==> src/rtl/prefetch_pkg.sv <==
// prefetch_pkg: shared types and constants for the multi-stream prefetcher.
// Line granularity is 32 bytes (LINE_OFFSET) and streams are tracked per
// 4 KiB page (PAGE_SHIFT). Prefetch-buffer lines hold up to PBUF_LINE_MAX bits.
package prefetch_pkg;
   localparam int LINE_OFFSET   = 5;
   localparam int PAGE_SHIFT    = 12;
   localparam int PBUF_LINE_MAX = 256;

   typedef enum logic [1:0] {
      IDLE      = 2'd0,
      PBUF_RESP = 2'd1,
      DEMAND    = 2'd2,
      PREFETCH  = 2'd3
   } state_t;

   typedef struct packed {
      logic                    valid;
      logic [31:PAGE_SHIFT]    tag;
      logic [31:0]             last_addr;
      logic [31:0]             stride;
      logic [1:0]              conf;
   } stream_entry_t;

   typedef struct packed {
      logic                     valid;
      logic [31:0]              addr;
      logic [PBUF_LINE_MAX-1:0] data;
   } pbuf_entry_t;

   // Drop the byte-within-line bits so all address compares are per line
   function automatic logic [31:0] line_addr(input logic [31:0] a);
      return {a[31:LINE_OFFSET], {LINE_OFFSET{1'b0}}};
   endfunction
endpackage

==> src/rtl/pf_stream_table.sv <==
// pf_stream_table: per-page stride detector. One training event per L1 read
// updates (or allocates) an entry and, when the stride is confident, offers a
// same-page prefetch candidate combinationally in the same cycle.
module pf_stream_table
   import prefetch_pkg::*;
#(
   parameter int NUM_STREAMS = 4,
   parameter int CONF_THRESH = 2
) (
   input  logic        clk,
   input  logic        rst,
   input  logic        train_valid,
   input  logic [31:0] train_addr,
   output logic        cand_valid,
   output logic [31:0] cand_addr
);
   localparam int SW = (NUM_STREAMS > 1) ? $clog2(NUM_STREAMS) : 1;

   stream_entry_t        tbl [NUM_STREAMS];
   logic [SW-1:0]        victim;
   logic                 hit;
   logic [SW-1:0]        hit_idx;
   logic [31:0]          a;
   logic [31:PAGE_SHIFT] page;
   logic [31:0]          new_stride;
   logic [31:0]          upd_stride;
   logic [1:0]           upd_conf;

   assign a    = line_addr(train_addr);
   assign page = a[31:PAGE_SHIFT];

   // Lowest-index valid entry tracking this page (pages are unique per table)
   always_comb begin
      hit     = 1'b0;
      hit_idx = '0;
      for (int i = NUM_STREAMS - 1; i >= 0; i--) begin
         if (tbl[i].valid && tbl[i].tag == page) begin
            hit     = 1'b1;
            hit_idx = SW'(i);
         end
      end
   end

   // Stride/confidence the matched entry would take after this access
   always_comb begin
      new_stride = a - tbl[hit_idx].last_addr;
      if (new_stride == tbl[hit_idx].stride) begin
         upd_stride = tbl[hit_idx].stride;
         upd_conf   = (tbl[hit_idx].conf == 2'd3) ? 2'd3 : tbl[hit_idx].conf + 2'd1;
      end else begin
         upd_stride = new_stride;
         upd_conf   = 2'd0;
      end
   end

   // Candidate stays inside the trained page and never re-fetches the access itself
   always_comb begin
      cand_addr  = a + upd_stride;
      cand_valid = train_valid && hit && (int'(upd_conf) >= CONF_THRESH) &&
                   (upd_stride != 32'd0) && (cand_addr[31:PAGE_SHIFT] == page) &&
                   (cand_addr != a);
   end

   // Train the matched entry, or replace the round-robin victim on a new page
   always_ff @(posedge clk) begin
      if (rst) begin
         for (int i = 0; i < NUM_STREAMS; i++) tbl[i].valid <= 1'b0;
         victim <= '0;
      end else if (train_valid) begin
         if (hit) begin
            tbl[hit_idx].last_addr <= a;
            tbl[hit_idx].stride    <= upd_stride;
            tbl[hit_idx].conf      <= upd_conf;
         end else begin
            tbl[victim].valid     <= 1'b1;
            tbl[victim].tag       <= page;
            tbl[victim].last_addr <= a;
            tbl[victim].stride    <= 32'd0;
            tbl[victim].conf      <= 2'd0;
            victim <= (victim == SW'(NUM_STREAMS - 1)) ? '0 : victim + SW'(1);
         end
      end
   end
endmodule

==> src/rtl/multi_stream_prefetcher.sv <==
// multi_stream_prefetcher: sits between L1 and L2, serving L1 reads from a
// small prefetch buffer when possible and otherwise forwarding them to L2.
// One L2 transaction at a time; idle L2 slots are used for stride prefetches.
// Optional build macro PF_STATS_EN adds pf_issued / pf_useful counters.
// LINE_BITS must not exceed PBUF_LINE_MAX.
module multi_stream_prefetcher
   import prefetch_pkg::*;
#(
   parameter int NUM_STREAMS = 4,
   parameter int PBUF_DEPTH  = 4,
   parameter int LINE_BITS   = 256,
   parameter int CONF_THRESH = 2
) (
   input  logic                 clk,
   input  logic                 rst,
   input  logic                 l1_mem_read,
   input  logic                 l1_mem_write,
   input  logic [31:0]          l1_mem_address,
   input  logic [LINE_BITS-1:0] l1_mem_wdata,
   output logic [LINE_BITS-1:0] l1_mem_rdata,
   output logic                 l1_mem_resp,
   output logic                 l2_mem_read,
   output logic                 l2_mem_write,
   output logic [31:0]          l2_mem_address,
   output logic [LINE_BITS-1:0] l2_mem_wdata,
   input  logic [LINE_BITS-1:0] l2_mem_rdata,
   input  logic                 l2_mem_resp
`ifdef PF_STATS_EN
   ,
   output logic [31:0]          pf_issued,
   output logic [31:0]          pf_useful
`endif
);
   localparam int PW = (PBUF_DEPTH > 1) ? $clog2(PBUF_DEPTH) : 1;

   state_t               state, state_nx;
   pbuf_entry_t          pbuf [PBUF_DEPTH];
   logic [PW-1:0]        pb_victim;
   logic                 pf_pending;
   logic [31:0]          pf_addr;
   logic [LINE_BITS-1:0] hit_data;

   logic [31:0]   l1_line;
   logic          l1_rd_only;
   logic          pb_hit, pb_free, cand_in_pbuf;
   logic [PW-1:0] pb_hit_idx, pb_free_idx, fill_idx;
   logic          train_valid, cand_valid;
   logic [31:0]   cand_addr;

   assign l1_line    = line_addr(l1_mem_address);
   assign l1_rd_only = l1_mem_read && !l1_mem_write;

   // Pbuf lookup for the L1 address, lowest free slot, and candidate presence
   always_comb begin
      pb_hit       = 1'b0;
      pb_hit_idx   = '0;
      pb_free      = 1'b0;
      pb_free_idx  = '0;
      cand_in_pbuf = 1'b0;
      for (int i = PBUF_DEPTH - 1; i >= 0; i--) begin
         if (pbuf[i].valid && pbuf[i].addr == l1_line) begin
            pb_hit     = 1'b1;
            pb_hit_idx = PW'(i);
         end
         if (!pbuf[i].valid) begin
            pb_free     = 1'b1;
            pb_free_idx = PW'(i);
         end
         if (pbuf[i].valid && pbuf[i].addr == cand_addr) cand_in_pbuf = 1'b1;
      end
   end

   assign fill_idx = pb_free ? pb_free_idx : pb_victim;

   // Train once per L1 read: on the pbuf hit, or when the demand read completes
   assign train_valid = (state == IDLE   && l1_rd_only && pb_hit) ||
                        (state == DEMAND && l1_rd_only && l2_mem_resp);

   pf_stream_table #(
      .NUM_STREAMS (NUM_STREAMS),
      .CONF_THRESH (CONF_THRESH)
   ) u_streams (
      .clk         (clk),
      .rst         (rst),
      .train_valid (train_valid),
      .train_addr  (l1_mem_address),
      .cand_valid  (cand_valid),
      .cand_addr   (cand_addr)
   );

   // Next state: L1 requests beat prefetches; L2 transactions run to completion
   always_comb begin
      state_nx = state;
      case (state)
         IDLE: begin
            if (l1_rd_only && pb_hit)                state_nx = PBUF_RESP;
            else if (l1_mem_read || l1_mem_write)    state_nx = DEMAND;
            else if (pf_pending)                     state_nx = PREFETCH;
         end
         PBUF_RESP: state_nx = IDLE;
         DEMAND:    if (l2_mem_resp) state_nx = IDLE;
         PREFETCH:  if (l2_mem_resp) state_nx = IDLE;
         default:   state_nx = IDLE;
      endcase
   end

   // Output decode; IDLE drives everything to zero
   always_comb begin
      l1_mem_resp    = 1'b0;
      l1_mem_rdata   = '0;
      l2_mem_read    = 1'b0;
      l2_mem_write   = 1'b0;
      l2_mem_address = 32'd0;
      l2_mem_wdata   = '0;
      case (state)
         PBUF_RESP: begin
            l1_mem_resp  = 1'b1;
            l1_mem_rdata = hit_data;
         end
         DEMAND: begin
            l2_mem_read    = l1_mem_read;
            l2_mem_write   = l1_mem_write;
            l2_mem_address = l1_line;
            l2_mem_wdata   = l1_mem_write ? l1_mem_wdata : '0;
            l1_mem_resp    = l2_mem_resp;
            l1_mem_rdata   = l2_mem_resp ? l2_mem_rdata : '0;
         end
         PREFETCH: begin
            l2_mem_read    = 1'b1;
            l2_mem_address = pf_addr;
         end
         default: ;
      endcase
   end

   // FSM state, pbuf contents and pending-prefetch bookkeeping
   always_ff @(posedge clk) begin
      if (rst) begin
         state      <= IDLE;
         pf_pending <= 1'b0;
         pf_addr    <= 32'd0;
         pb_victim  <= '0;
         hit_data   <= '0;
         for (int i = 0; i < PBUF_DEPTH; i++) pbuf[i].valid <= 1'b0;
      end else begin
         state <= state_nx;
         case (state)
            IDLE: begin
               if (l1_rd_only && pb_hit) begin
                  hit_data                <= pbuf[pb_hit_idx].data[LINE_BITS-1:0];
                  pbuf[pb_hit_idx].valid  <= 1'b0;
               end else if (l1_mem_write) begin
                  for (int i = 0; i < PBUF_DEPTH; i++)
                     if (pbuf[i].addr == l1_line) pbuf[i].valid <= 1'b0;
                  if (pf_addr == l1_line) pf_pending <= 1'b0;
               end else if (l1_mem_read && pf_addr == l1_line) begin
                  pf_pending <= 1'b0;
               end
            end
            PREFETCH: begin
               if (l2_mem_resp) begin
                  pbuf[fill_idx].valid                <= 1'b1;
                  pbuf[fill_idx].addr                 <= pf_addr;
                  pbuf[fill_idx].data[LINE_BITS-1:0]  <= l2_mem_rdata;
                  pf_pending                          <= 1'b0;
                  if (!pb_free)
                     pb_victim <= (pb_victim == PW'(PBUF_DEPTH - 1)) ? '0 : pb_victim + PW'(1);
               end
            end
            default: ;
         endcase
         // A fresh candidate replaces whatever was pending
         if (cand_valid && !cand_in_pbuf) begin
            pf_addr    <= cand_addr;
            pf_pending <= 1'b1;
         end
      end
   end

`ifdef PF_STATS_EN
   // Completed prefetches and pbuf hits, free-running with wrap
   always_ff @(posedge clk) begin
      if (rst) begin
         pf_issued <= 32'd0;
         pf_useful <= 32'd0;
      end else begin
         if (state == PREFETCH && l2_mem_resp)      pf_issued <= pf_issued + 32'd1;
         if (state == IDLE && l1_rd_only && pb_hit) pf_useful <= pf_useful + 32'd1;
      end
   end
`endif
endmodule

==> config.mk <==
export PLATFORM = sky130hd
export DESIGN_NAME = multi_stream_prefetcher
export DESIGN_NICKNAME = d
export VERILOG_FILES = /design/src/rtl/prefetch_pkg.sv /design/src/rtl/pf_stream_table.sv /design/src/rtl/multi_stream_prefetcher.sv
export SDC_FILE = /design/constraint.sdc
export NUM_CORES = 2
export LEC_CHECK = 0
export CAP_MARGIN = 30
export CORE_MARGIN = 5
export CORE_UTILIZATION = 49
export DETAILED_ROUTE_END_ITERATION = 8
export PLACE_DENSITY = 0.7
export SYNTH_ARGS = -nofsm -noshare
export SYNTH_HDL_FRONTEND = slang
export SYNTH_HIERARCHICAL = 1
export SYNTH_SLANG_ARGS = --single-unit
==> constraint.sdc <==
create_clock -name clk -period 55.3 [get_ports clk]
set_input_delay 8.295 -clock clk [delete_from_list [all_inputs] [get_ports clk]]
set_output_delay 8.295 -clock clk [all_outputs]
set_load 0.005 [all_outputs]
==> impl_metrics.ini <==
[timing]
finalClockSkew_ns = 0.0390
setup_repair_after_global_routing_missed_its_margin = false
period_share = 0.377
max_freq_ghz = 0.0480
worst_pin_slew_ns = 1.37
period_minus_slack_ns = 20.85
setup-tns-final_ns = 0
max_slew_margin = 0.0874
setup-violations-final = 0
postLayoutSetupSlackWorst_ns = 34.45
final_max_slew_viol_count = 0
hold_viol = 0

[clocking]
cts-resized-gates = 0
clkLatencyLatePin_ns = 0.85
cts_hold_buf = 0
tritoncts = done
cts.clk_slew.worst_paths_ns = 0.06
clockBufferDepth = 3
post_cts_buffers = 0
cts_num_sinks = 1779
cts_inserted_buffers = 186
clock_tree.root_cell = sky130_fd_sc_hd__clkbuf_16
cts_htree_levels = 4

[logic_synthesis]
synth.yosys.warnings = 6
gate_count_after_technology_mapping = 8157
mappedNetlistArea_sq_um = 90800
synth_enable_flop_cells = 1484
yosys_most_used_dff = sky130_fd_sc_hd__edfxtp_1
post_synth_arst_share = 0
synth.distinct_cells = 91
netlist.top_cell.by_area = sky130_fd_sc_hd__edfxtp_1
seq_area_frac_synth = 0.556
synth_top_area_share = 0.491
syn_area_per_cell_sq_um = 11.1
post_synth_main_area_contributors = sky130_fd_sc_hd__edfxtp_1 49%, sky130_fd_sc_hd__dfxtp_1 6.5%, sky130_fd_sc_hd__clkbuf_1 3.2%, sky130_fd_sc_hd__o311a_1 2.8%, sky130_fd_sc_hd__xnor2_1 2.7%
ys_ff_latch = 1779

[critical_path]
setup.worst_path.end_class = output port
crit_type = input port to output port
crit_chain = clkdlybuf4s50_1 -> and2_4 -> buf_4 -> buf_4 -> a22oi_1 -> nor2b_1 -> clkdlybuf4s50_1
critPathLaunchType = input port
cp_data_required_time_ns = 47.01
worst_path_max_delay_cell = sky130_fd_sc_hd__buf_4
critical_path.max_fanout = 67
cp_data_arrival_time_ns = 12.55
max_incr_delay_on_cp_ns = 0.86

[die]
starting_density_of_the_core = 0.491
io-pin-count = 1096
design.die.area_sq_um = 194000
die_h_um = 441
placementRows = 158
core-area_sq_um = 185000
dieWidth_um = 441

[run_status]
status = finished, violations left
violations = DRC

[cells_and_area]
final_core_util = 0.592
final_common_cell = sky130_fd_sc_hd__edfxtp_1
multiInputGateArea_sq_um = 35500
drive_above_1_share = 0.0643
area.growth.synth_to_final_pct = 20.5
fin_nets = 9292
storage_element_area_sq_um = 50500
commonest_non_fill_non_tap_cells_in_the_layout = 1484 x sky130_fd_sc_hd__edfxtp_1, 1088 x sky130_fd_sc_hd__clkdlybuf4s50_1, 487 x sky130_fd_sc_hd__nand2_1
post_layout_nonfiller_instances = 11400
n_fill_cell = 15000

[global_routing]
grt_antenna_before_repair = 40
grt_start_max_net_pins = 201
vias_in_the_first_global_route = 75400
grt_resource_usage_total = 0.371
first_pass_grt_wire_length_mm = 534
gr-total-overflow = 0

[power_and_ir_drop]
ir_drop_worst_case_vdd_mv = 0.0289
totalPowerFinal_w = 0.00316
p_per_area_nw_per_um2 = 28.9
power_leakage_nw = 34.5

[placement]
place_congestion = 0.984
number_of_port_buffers = 1090
pre_cts_slack_ns = 33.63
place_hpwl_mm = 222
dpl.cell_count = 11000

[drt]
detail_route.wirelength_mm = 377
ant_nets = 0
drt_pre_antenna_iters = 9
drt-wirelength-per-cell_um = 33.2
vias_per_cell = 6.93
vias = 78700
initialDrtViolationCount = 10500
drcViolationCount = 2

[hold_path]
worstHoldPathType = flip-flop to flip-flop

[flow_run]
cap_violations = 0
final cells by class:
type                    instances  area share
flip-flops and latches       1779       0.461
multi-input cells            5107       0.324
repair buffers               1287       0.118
clock buffers                 257      0.0467
well taps                    2480      0.0284
inverters                     321      0.0112
clock inverters                93     0.00906
diodes                         31    0.000709
state kept, by name (all words and copies together) (netlist names):
signal and flops:
pf_pending 1, pb_victim 2, pbuf 1156, u_streams/tbl 328, state 2, pf_addr 32
u_streams/victim 2, hit_data 256
per-stage QoR:
step	area (sq um)	hold WS (ns)
global placement	103000	0.448
finish	109000	0.459
global route	109000	0.475
CTS	109000	0.460
detailed placement	103000	0.452
floorplan	90900	0.439
kinds of logic after synthesis:
logic type	after synthesis	share of synthesized area
DFF	1779	0.556
xor gates and xnor gates	419	0.0409
adders and majority gates	61	0.00857
and+or+nand+nor	2390	0.142
other	1	0.0000413
muxes	49	0.00547
buffers and inverters	1295	0.0567
AOI/OAI and AO/OA	2163	0.191
layer usage:
metal / wire (um) / global-route usage
met1: 133000 / 0.466
met3: 43800 / 0.0848
met5: 98 / 0.000252
met2: 170000 / 0.567
met4: 31000 / 0.263
Yosys cell counts (9+ instances only):
master,number
sky130_fd_sc_hd__and2_1,332
sky130_fd_sc_hd__clkbuf_1,786
sky130_fd_sc_hd__and3_1,290
sky130_fd_sc_hd__or4_1,13
sky130_fd_sc_hd__buf_1,51
sky130_fd_sc_hd__or2_2,12
sky130_fd_sc_hd__mux2i_1,44
sky130_fd_sc_hd__nor3_1,300
sky130_fd_sc_hd__nand4_1,88
sky130_fd_sc_hd__dfxtp_1,295
sky130_fd_sc_hd__o21a_1,18
sky130_fd_sc_hd__a22o_1,29
sky130_fd_sc_hd__ha_1,59
sky130_fd_sc_hd__o21ai_0,63
sky130_fd_sc_hd__a211oi_1,19
sky130_fd_sc_hd__xnor2_1,279
sky130_fd_sc_hd__a41oi_1,257
sky130_fd_sc_hd__nor2_1,104
sky130_fd_sc_hd__buf_4,15
sky130_fd_sc_hd__a32oi_1,258
sky130_fd_sc_hd__o2111ai_1,265
sky130_fd_sc_hd__a31o_2,30
sky130_fd_sc_hd__o311a_1,256
sky130_fd_sc_hd__buf_2,109
sky130_fd_sc_hd__edfxtp_1,1484
sky130_fd_sc_hd__a22oi_1,256
sky130_fd_sc_hd__nor4_1,77
sky130_fd_sc_hd__a21oi_1,67
sky130_fd_sc_hd__a31oi_1,19
sky130_fd_sc_hd__inv_1,318
sky130_fd_sc_hd__and4_1,10
sky130_fd_sc_hd__nor2b_1,283
sky130_fd_sc_hd__o21ai_1,259
sky130_fd_sc_hd__buf_6,11
sky130_fd_sc_hd__nand2_1,488
sky130_fd_sc_hd__nand3_1,322
sky130_fd_sc_hd__nand2b_1,27
sky130_fd_sc_hd__a21o_1,23
sky130_fd_sc_hd__o211ai_1,9
sky130_fd_sc_hd__a2111oi_0,259
sky130_fd_sc_hd__xor2_1,134
where the power goes:
part           internal, W  switching [W]
Clock             0.000712       0.000549
Combinational     0.000183       0.000272
Sequential         0.00144     0.00000376
path summary, 6_finish.rpt:
kind	start	end	slack [ns]	depth (start not counted)
max	l2_mem_resp	l1_mem_rdata[174]	34.45	7
min	hit_data[130]	hit_data[130]	0.46	2
min reg2reg	hit_data[130]	hit_data[130]	0.46	2
max reg2reg	u_streams/tbl[1][80]	pf_addr[20]	42.44	40
critical path, delay by kind of cell:
family                 cells  cell delay [ns]
AO/OA/AOI/OAI              1             0.18
buffers and inverters      4             2.76
AND/OR/NAND/NOR            2             1.19
Note: power is estimated with default switching activity, not from simulation.
